==> config.mk <==
export PLATFORM = sky130hd
export DESIGN_NAME = memory_ctl
export DESIGN_NICKNAME = d
export VERILOG_FILES = /design/src/rtl/memory_ctl.sv
export SDC_FILE = /design/constraint.sdc
export NUM_CORES = 1
export LEC_CHECK = 0
export CAP_MARGIN = 40
export CORE_AREA = 2 2 160 162
export DETAILED_ROUTE_END_ITERATION = 10
export DIE_AREA = 0 0 162 164
export PLACE_DENSITY = 0.66
export SLEW_MARGIN = 20
export SYNTH_ARGS = -nofsm -noshare
export SYNTH_HDL_FRONTEND = slang
export SYNTH_SLANG_ARGS = --single-unit
==> constraint.sdc <==
create_clock -name clk -period 7.8 [get_ports clk]
set_clock_uncertainty 0.15 [all_clocks]
set_input_delay 1.17 -clock clk [delete_from_list [all_inputs] [get_ports clk]]
set_output_delay 1.17 -clock clk [all_outputs]
set_load 0.005 [all_outputs]
==> src/rtl/memory_ctl.sv <==
// memory_ctl: memory-stage control and MEM/WB pipeline register.
// Issues load/store requests on a req/ack data-memory port, formats load
// data, and stalls upstream stages while an access is outstanding.
module memory_ctl #(
  parameter int unsigned ACK_TIMEOUT = 255
) (
  input  logic        clk,
  input  logic        rst,
  input  logic [31:0] alu_out,
  input  logic [31:0] data_b_exe,
  input  logic [31:0] pc_exe,
  input  logic [31:0] instr_exe,
  input  logic        dmem_ack,
  input  logic [31:0] dmem_rdata,
  output logic        dmem_req,
  output logic        dmem_we,
  output logic [31:0] dmem_addr,
  output logic [3:0]  dmem_be,
  output logic [31:0] dmem_wdata,
  output logic        mem_stall,
  output logic [31:0] wb_data,
  output logic [4:0]  rd_mem,
  output logic        reg_wen,
  output logic [31:0] pc_mem,
  output logic [31:0] instr_mem,
  output logic        misalign,
  output logic        bus_err
);

  localparam logic [6:0]  OPC_LOAD  = 7'b0000011;
  localparam logic [6:0]  OPC_STORE = 7'b0100011;
  localparam logic [6:0]  OPC_LUI   = 7'b0110111;
  localparam logic [6:0]  OPC_AUIPC = 7'b0010111;
  localparam logic [6:0]  OPC_JAL   = 7'b1101111;
  localparam logic [6:0]  OPC_JALR  = 7'b1100111;
  localparam logic [6:0]  OPC_OPIMM = 7'b0010011;
  localparam logic [6:0]  OPC_OP    = 7'b0110011;
  localparam logic [31:0] NOP_INSTR = 32'h0000_0013;
  // Last WAIT-cycle count value before the access is abandoned.
  localparam logic [7:0]  CNT_LAST  = 8'(ACK_TIMEOUT - 1);

  typedef enum logic [0:0] {IDLE = 1'b0, WAIT = 1'b1} state_t;

  state_t      state_r;
  logic [7:0]  cnt_r;

  logic [6:0]  opcode_s;
  logic [2:0]  f3_s;
  logic [1:0]  lane_s;
  logic [4:0]  rd_s;
  logic        is_load_s;
  logic        is_store_s;
  logic        legal_ls_s;
  logic        misal_raw_s;
  logic        mis_s;
  logic        mem_op_s;
  logic        wen_op_s;
  logic        wen_pass_s;
  logic        wen_ack_s;
  logic        timeout_s;
  logic [31:0] wb_pass_s;
  logic [31:0] wb_ack_s;

  // Byte enables for an access of the given size at the given byte lane.
  function automatic logic [3:0] lane_be(input logic [1:0] size, input logic [1:0] lane);
    case (size)
      2'b00:   lane_be = 4'b0001 << lane;
      2'b01:   lane_be = lane[1] ? 4'b1100 : 4'b0011;
      2'b10:   lane_be = 4'b1111;
      default: lane_be = 4'b0000;
    endcase
  endfunction

  // Store data replicated across every lane it may land in.
  function automatic logic [31:0] store_wdata(input logic [1:0] size, input logic [31:0] rs2);
    case (size)
      2'b00:   store_wdata = {4{rs2[7:0]}};
      2'b01:   store_wdata = {2{rs2[15:0]}};
      2'b10:   store_wdata = rs2;
      default: store_wdata = 32'h0000_0000;
    endcase
  endfunction

  // Extract the addressed byte/half from the read word and extend it.
  function automatic logic [31:0] format_load(input logic [2:0] f3, input logic [1:0] lane,
                                              input logic [31:0] rdata);
    logic [31:0] sh;
    sh = rdata >> {lane, 3'b000};
    case (f3)
      3'b000:  format_load = {{24{sh[7]}}, sh[7:0]};
      3'b001:  format_load = {{16{sh[15]}}, sh[15:0]};
      3'b010:  format_load = rdata;
      3'b100:  format_load = {24'h00_0000, sh[7:0]};
      3'b101:  format_load = {16'h0000, sh[15:0]};
      default: format_load = 32'h0000_0000;
    endcase
  endfunction

  // Instruction decode, alignment check and writeback value selection.
  always_comb begin
    opcode_s   = instr_exe[6:0];
    f3_s       = instr_exe[14:12];
    lane_s     = alu_out[1:0];
    rd_s       = instr_exe[11:7];
    is_load_s  = (opcode_s == OPC_LOAD);
    is_store_s = (opcode_s == OPC_STORE);
    case (f3_s)
      3'b000, 3'b001, 3'b010: legal_ls_s = is_load_s || is_store_s;
      3'b100, 3'b101:         legal_ls_s = is_load_s;
      default:                legal_ls_s = 1'b0;
    endcase
    case (f3_s[1:0])
      2'b01:   misal_raw_s = lane_s[0];
      2'b10:   misal_raw_s = (lane_s != 2'b00);
      default: misal_raw_s = 1'b0;
    endcase
    mis_s    = legal_ls_s && misal_raw_s;
    mem_op_s = legal_ls_s && !misal_raw_s;
    case (opcode_s)
      OPC_LUI, OPC_AUIPC, OPC_JAL, OPC_JALR,
      OPC_OPIMM, OPC_OP, OPC_LOAD: wen_op_s = 1'b1;
      default:                     wen_op_s = 1'b0;
    endcase
    // Loads only retire through the ack path; here they are misaligned or illegal.
    wen_pass_s = wen_op_s && (rd_s != 5'd0) && !is_load_s;
    wen_ack_s  = is_load_s && (rd_s != 5'd0);
    wb_pass_s  = ((opcode_s == OPC_JAL) || (opcode_s == OPC_JALR)) ? (pc_exe + 32'd4) : alu_out;
    wb_ack_s   = is_load_s ? format_load(f3_s, lane_s, dmem_rdata) : alu_out;
    timeout_s  = (cnt_r == CNT_LAST);
  end

  // Upstream stall: held through the issue cycle and every un-acked WAIT cycle.
  always_comb begin
    mem_stall = 1'b0;
    if (rst) begin
      mem_stall = 1'b0;
    end else if (state_r == IDLE) begin
      mem_stall = mem_op_s;
    end else begin
      mem_stall = !dmem_ack && !timeout_s;
    end
  end

  // Access FSM, memory request registers and MEM/WB pipeline register.
  always_ff @(posedge clk) begin
    if (rst) begin
      state_r    <= IDLE;
      cnt_r      <= 8'd0;
      dmem_req   <= 1'b0;
      dmem_we    <= 1'b0;
      dmem_addr  <= 32'h0000_0000;
      dmem_be    <= 4'b0000;
      dmem_wdata <= 32'h0000_0000;
      instr_mem  <= NOP_INSTR;
      pc_mem     <= 32'h0000_0000;
      wb_data    <= 32'h0000_0000;
      rd_mem     <= 5'd0;
      reg_wen    <= 1'b0;
      misalign   <= 1'b0;
      bus_err    <= 1'b0;
    end else begin
      case (state_r)
        IDLE: begin
          if (mem_op_s) begin
            state_r    <= WAIT;
            cnt_r      <= 8'd0;
            dmem_req   <= 1'b1;
            dmem_we    <= is_store_s;
            dmem_addr  <= {alu_out[31:2], 2'b00};
            dmem_be    <= lane_be(f3_s[1:0], lane_s);
            dmem_wdata <= is_store_s ? store_wdata(f3_s[1:0], data_b_exe) : 32'h0000_0000;
            instr_mem  <= NOP_INSTR;
            pc_mem     <= 32'h0000_0000;
            wb_data    <= 32'h0000_0000;
            rd_mem     <= 5'd0;
            reg_wen    <= 1'b0;
            misalign   <= 1'b0;
            bus_err    <= 1'b0;
          end else begin
            instr_mem  <= instr_exe;
            pc_mem     <= pc_exe;
            wb_data    <= wb_pass_s;
            rd_mem     <= rd_s;
            reg_wen    <= wen_pass_s && !mis_s;
            misalign   <= mis_s;
            bus_err    <= 1'b0;
          end
        end
        WAIT: begin
          if (dmem_ack) begin
            state_r    <= IDLE;
            dmem_req   <= 1'b0;
            instr_mem  <= instr_exe;
            pc_mem     <= pc_exe;
            wb_data    <= wb_ack_s;
            rd_mem     <= rd_s;
            reg_wen    <= wen_ack_s;
            misalign   <= 1'b0;
            bus_err    <= 1'b0;
          end else if (timeout_s) begin
            state_r    <= IDLE;
            dmem_req   <= 1'b0;
            instr_mem  <= instr_exe;
            pc_mem     <= pc_exe;
            wb_data    <= alu_out;
            rd_mem     <= rd_s;
            reg_wen    <= 1'b0;
            misalign   <= 1'b0;
            bus_err    <= 1'b1;
          end else begin
            cnt_r      <= cnt_r + 8'd1;
          end
        end
        default: begin
          state_r    <= IDLE;
          dmem_req   <= 1'b0;
        end
      endcase
    end
  end

endmodule

# [Word-level counts from Yosys, hierarchy flattened]
# Index checks and enable logic that the tools add are counted.
[op_classes] addsub=2 eq_ne=19 n_shift=2 n_mux=48 bitwise=1 reduce_logical=24
[op_table] op="2-to-1 mux 32 bit" count=12
[op_table] op="case mux 32 bit (2 select lines)" count=3
[op_table] op="case mux 32 bit (5 select lines)" count=1
[op_table] op="case mux 32 bit (3 select lines)" count=1
[op_table] op="adder 32 x 3 -> 32 bit (second input constant)" count=1
[op_table] op="right shift 32 x 5 -> 16 bit" count=1
[op_table] op="2-to-1 mux 8 bit" count=3
[op_table] op="equality test 7 x 6 -> 1 bit (second input constant)" count=3
[op_table] op="case mux 8 bit (2 select lines)" count=1
[op_table] op="2-to-1 mux 5 bit" count=3
[op_table] op="equality test 7 x 5 -> 1 bit (second input constant)" count=2
[op_table] op="equality test 7 bit (second input constant)" count=2
[op_table] op="2-to-1 mux 1 bit" count=14
[op_table] op="case mux 1 bit (2 select lines)" count=7
[op_table] op="case mux 4 bit (3 select lines)" count=1
[op_table] op="case mux 5 bit (2 select lines)" count=1
[op_table] op="adder 8 x 1 -> 8 bit (second input constant)" count=1
[op_table] op="equality test 8 bit (second input constant)" count=1
[op_table] op="equality test 7 x 2 -> 1 bit (second input constant)" count=1
[op_table] op="logical AND 1 bit" count=7
[op_table] op="OR reduction 7 bit" count=1
[op_table] op="equality test 3 bit (second input constant)" count=2
[op_table] op="inequality test 2 bit (second input constant)" count=3
[op_table] op="logical NOT 1 bit" count=5
[op_table] op="17 further kinds" count=19
[word_totals] ff_bits=181 in_bits=163 out_inout_bits=175 elab_cells=110

# [Logic depth before layout (Yosys ltp)]
[depth] word_depth=8 mapped_depth=10 ltp_nobuf=8

# [Worst setup path before layout]
# OpenSTA, ideal clock, no wires.
[synth_path] path_type="input to output" start="input instr_exe[12]" end="output mem_stall" arrival_ns=2.682 slack_ns=3.798 path_stages=8 cell_sequence="inv_1 > ha_1 > and2b_1 > o21ai_1 > o31a_1 > clkbuf_1 > buf_1 > nor2_1"
[synth_via] elab_chain_len=6 elab_cells_between_ends=15 cone_classes="eq/ne: 6; mux: 4; reduce/logical: 5"
[synth_lines] item="start, declared" line="12" source="input logic [31:0] instr_exe,"
[synth_lines] item="equality test 3 x 2 -> 1 bit, or another cell as far along" line="107" source="case (f3_s)"
[synth_lines] item="OR reduction 3 bit, or another cell as far along" line="107"
[synth_lines] item="case mux 1 bit (2 select lines) / logical NOT 1 bit (equally long branches)" line="107, 118"
[synth_lines] item="logical AND 1 bit *" line="118" source="mem_op_s = legal_ls_s && !misal_raw_s;"
[synth_lines] item="2-to-1 mux 1 bit *" line="137" source="end else if (state_r == IDLE) begin"
[synth_lines] item="2-to-1 mux 1 bit *" line="135" source="if (rst) begin"
[synth_lines] item="end, declared" line="20" source="output logic mem_stall,"
# Every way passes the cells marked *; elsewhere a longest branch is shown, timed or not.

# [Worst setup path after layout]
[layout_path] start="input instr_exe[13]" end="output mem_stall"
# The elaborated chain is that of the path after synthesis.

==> run summary <==
Tightest Hold Check Type: flip-flop to flip-flop
Clock transition time at the flip-flop clock pins of the worst setup and hold paths: 70 ps
Transition time of the tightest slew-check pin: 816 ps
Predominant post-synthesis flop cell: dfxtp_1
Total vias in the final route: 9193
CP Launch Type: input port
Final Slew Violations: 0
Net switching power: 569 µW
Average routed wire per standard cell: 20.1 µm
Sum Neg Setup Slack: 0 ps
Placement row count: 58
Buf+Inv Stages, Crit Path: 3
Routed Wire Length: 34.3 mm
Worst Hold Margin: 300 ps
TritonRoute pass-1 iters: 5
Antenna violations before repair: 3
Proportion of register bits with asynchronous set or reset after synthesis: 0
Floorplan die area: 0.0266 mm²
Syn Inst Count: 1084
Number of nets in the layout: 1533
Post-detailed-route count of antenna-violating nets: 0
Register-to-register setup slack: 4790 ps
Post-detailed-route DRC marker count: 0
Slowest-stage cell, CP: and2b_1
Clk root buf: clkbuf_16
Power Dens Cells: 167 mW/mm²
Arrival time worst endpoint: 4250 ps
Buffers inserted during post-CTS setup optimization: 0
Layout cell share with drive strength beyond 1: 0.0545
Top delay family on crit path: buffers and inverters
Clock period minus worst slack: 5570 ps
Required time of the critical path: 6480 ps
Leading area contributor after synthesis: dfxtp_1
IO Count: 338
Number of resized instances in the post-cts repair step: 0
Number of buffers created by CTS: 17
Final Setup Violations: 0
Leak Pwr: 4.74 nW
Slew headroom: 0.451
Endpoint kind of the worst setup timing path: primary output
Number of cells on the worst hold path: 2
First-pass GRT wire length: 50.2 mm
Leading cell types by count after synthesis: 177 x nor2_1, 176 x dfxtp_1, 156 x nand2_1
Worst min-delay path endpoint: dmem_wdata[22]$_SDFFE_PP0P_
Hold-fix buffers at CTS: 0
1st-iter DRT viols: 957
Core Box Area: 0.0248 mm²
Sequential cell area fraction in the yosys report: 0.413
Combinational share of power: 0.157
Most numerous cell in the Yosys netlist: nor2_1
Maximum number of pins on one net before global-route repair: 67
Synthesis warning total: 0
Yosys top cell area share: 0.413
Logic depth of the worst register-to-register path: 7
Worst Setup Path Type: input port to primary output
Largest fanout on the critical path: 34
Capture point of the worst reg-to-reg path: wb_data[1]$_SDFFE_PP0P_
Clk_lat worst skew: 430 ps
Number of distinct standard cells referenced by the synthesized netlist: 63
Maximum VDD drop: 128 µV
Height of the die: 164 µm
Cell type with the highest occurrence count on the critical path: clkdlybuf4s50_1
Placer's final routability congestion estimate: 0.943
Startpoint of the worst register-to-register path: state_r$_SDFF_PP0_
Min-Delay Startpoint: dmem_wdata[22]$_SDFFE_PP0P_
Area growth from synthesis to layout: 48.5%
Clock Tree Buf Depth: 2
Vias in the first global route: 8452
H-tree levels: 4
Unrepaired setup endpoints after global routing: false
Number of vias per cell: 5.38
Outcome: completed
Clock tree from TritonCTS: yes
Clock sink total: 176
Highest attainable clock frequency: 0.180 GHz
Max-cap violations: 0
Post-synthesis area per instance: 7.86 µm²
Number of enable-type register cells in the synthesized netlist: 0
Horiz. Die Dim: 162 µm
Portion of the clock cycle consumed by the worst path in the final layout: 0.714
Synthesized cell area: 0.00852 mm²
Half-perimeter wire length after detailed placement: 25.6 mm
IO buf count: 335
Final count of hold timing violations: 0
Slowest stage delay, CP: 660 ps
FF+latch count, synth: 176
Proportion of total power due to net switching: 0.269
Initial standard-cell utilization of the core: 0.343
Clock network fraction of total power: 0.397
Final global-route overflow total: 0
Internal power of the cells: 1.55 mW
Total track usage: 0.247
Series of cell instances along the critical path: clkdlybuf4s50_1, ha_1, buf_4, and2b_1, o21ai_1, o31a_2, nor2_1, clkdlybuf4s50_1
Sequential share of power: 0.446
Synth area leaders: dfxtp_1 41%, nor2_1 7.8%, nand2_1 6.9%, a22oi_1 5.9%, a21oi_1 5.5%
==> through the flow <==
| step | util | cells | total power, mW | worst slack [ps] | instance area, µm² |
|---|---|---|---|---|---|
| floorplan | - | 1085 | 1.08 | 3800 | 8530 |
| global placement | 0.484 | 1669 | 1.29 | 2280 | 12000 |
| detailed placement | 0.487 | 1674 | 1.29 | 2230 | 12100 |
| CTS | 0.509 | 1706 | 2.13 | 2200 | 12600 |
| global route | 0.510 | 1708 | 2.20 | 2060 | 12600 |
| finish | 0.510 | 1710 | 2.12 | 2230 | 12700 |
==> power by group through the flow <==
stage          Clock (mW)  Sequential, mW  Combinational (mW)
2_1_floorplan           0           0.964               0.117
6_report            0.841           0.944               0.332
4_1_cts             0.860           0.944               0.330
5_1_grt             0.901           0.947               0.354
3_5_place_dp            0           0.964               0.328
3_3_place_gp            0           0.963               0.326
==> registers in the layout, summed over array words and instances, names as in the netlist <==
register / count
dmem_be: 4
dmem_wdata: 32
rd_mem: 4
bus_err: 1
dmem_req: 1
pc_mem: 32
instr_mem: 28
misalign: 1
dmem_we: 1
reg_wen: 1
state_r: 1
dmem_addr: 30
cnt_r: 8
wb_data: 32
==> placed cells by master, fill, tap and decap left out, drive strengths merged, types with 10 or more instances in the layout <==
master and instances:
a211oi 28, a21oi 93, a221oi 11, a22o 25, a22oi 67, buf 18, clkbuf 18, clkdlybuf4s50 334
dfxtp 176, inv 12, mux2i 10, nand2 156, nand3 31, nand4 15, nor2 178, nor3 18
o21ai 58, xnor2 26
==> per-layer routing <==
metal	GRT usage	up-vias	part of all wire
li1	-	4400	-
met1	0.341	4305	0.45
met2	0.376	430	0.44
met3	0.0629	56	0.087
met4	0.0817	2	0.026
met5	0	-	0.00026
==> worst register-to-register path: stages, from the launching register on <==
cell and delay, ps:
dfxtp_1 750, nand2b_1 250, a41oi_4 540, buf_16 230
buf_4 480, a22o_1 270, a21oi_1 50, o2bb2ai_1 220
==> cell type report <==
class | count | area, µm²
diodes | 4 | 10.0
clock buffers | 18 | 429
clock inverters | 14 | 131
fillers | 2425 | 12200
inverters | 7 | 26.3
multi-input cells | 809 | 4610
flip-flops and latches | 176 | 3520
well taps | 330 | 413
repair buffers | 352 | 3510
==> logic make-up after synthesis <==
family | share of synthesized area
flip-flops | 0.413
AND/OR/NAND/NOR | 0.227
AO/OA/AOI/OAI | 0.252
buffers and inverters | 0.0511
multiplexers | 0.0117
adder cells (fa/ha/maj) | 0.0103
other | 0.000440
XOR/XNOR | 0.0339
==> worst max-delay path by stage <==
stage,endpoint,from,cells past startpoint,slack [ps]
after floorplan,mem_stall,instr_exe[12],8,3800
after global placement,mem_stall,instr_exe[13],8,2280
after detailed placement,mem_stall,instr_exe[13],8,2230
after CTS,mem_stall,instr_exe[13],8,2200
after global routing,mem_stall,instr_exe[13],8,2060
final,mem_stall,instr_exe[13],8,2230
(Power assumes the default switching activity.)
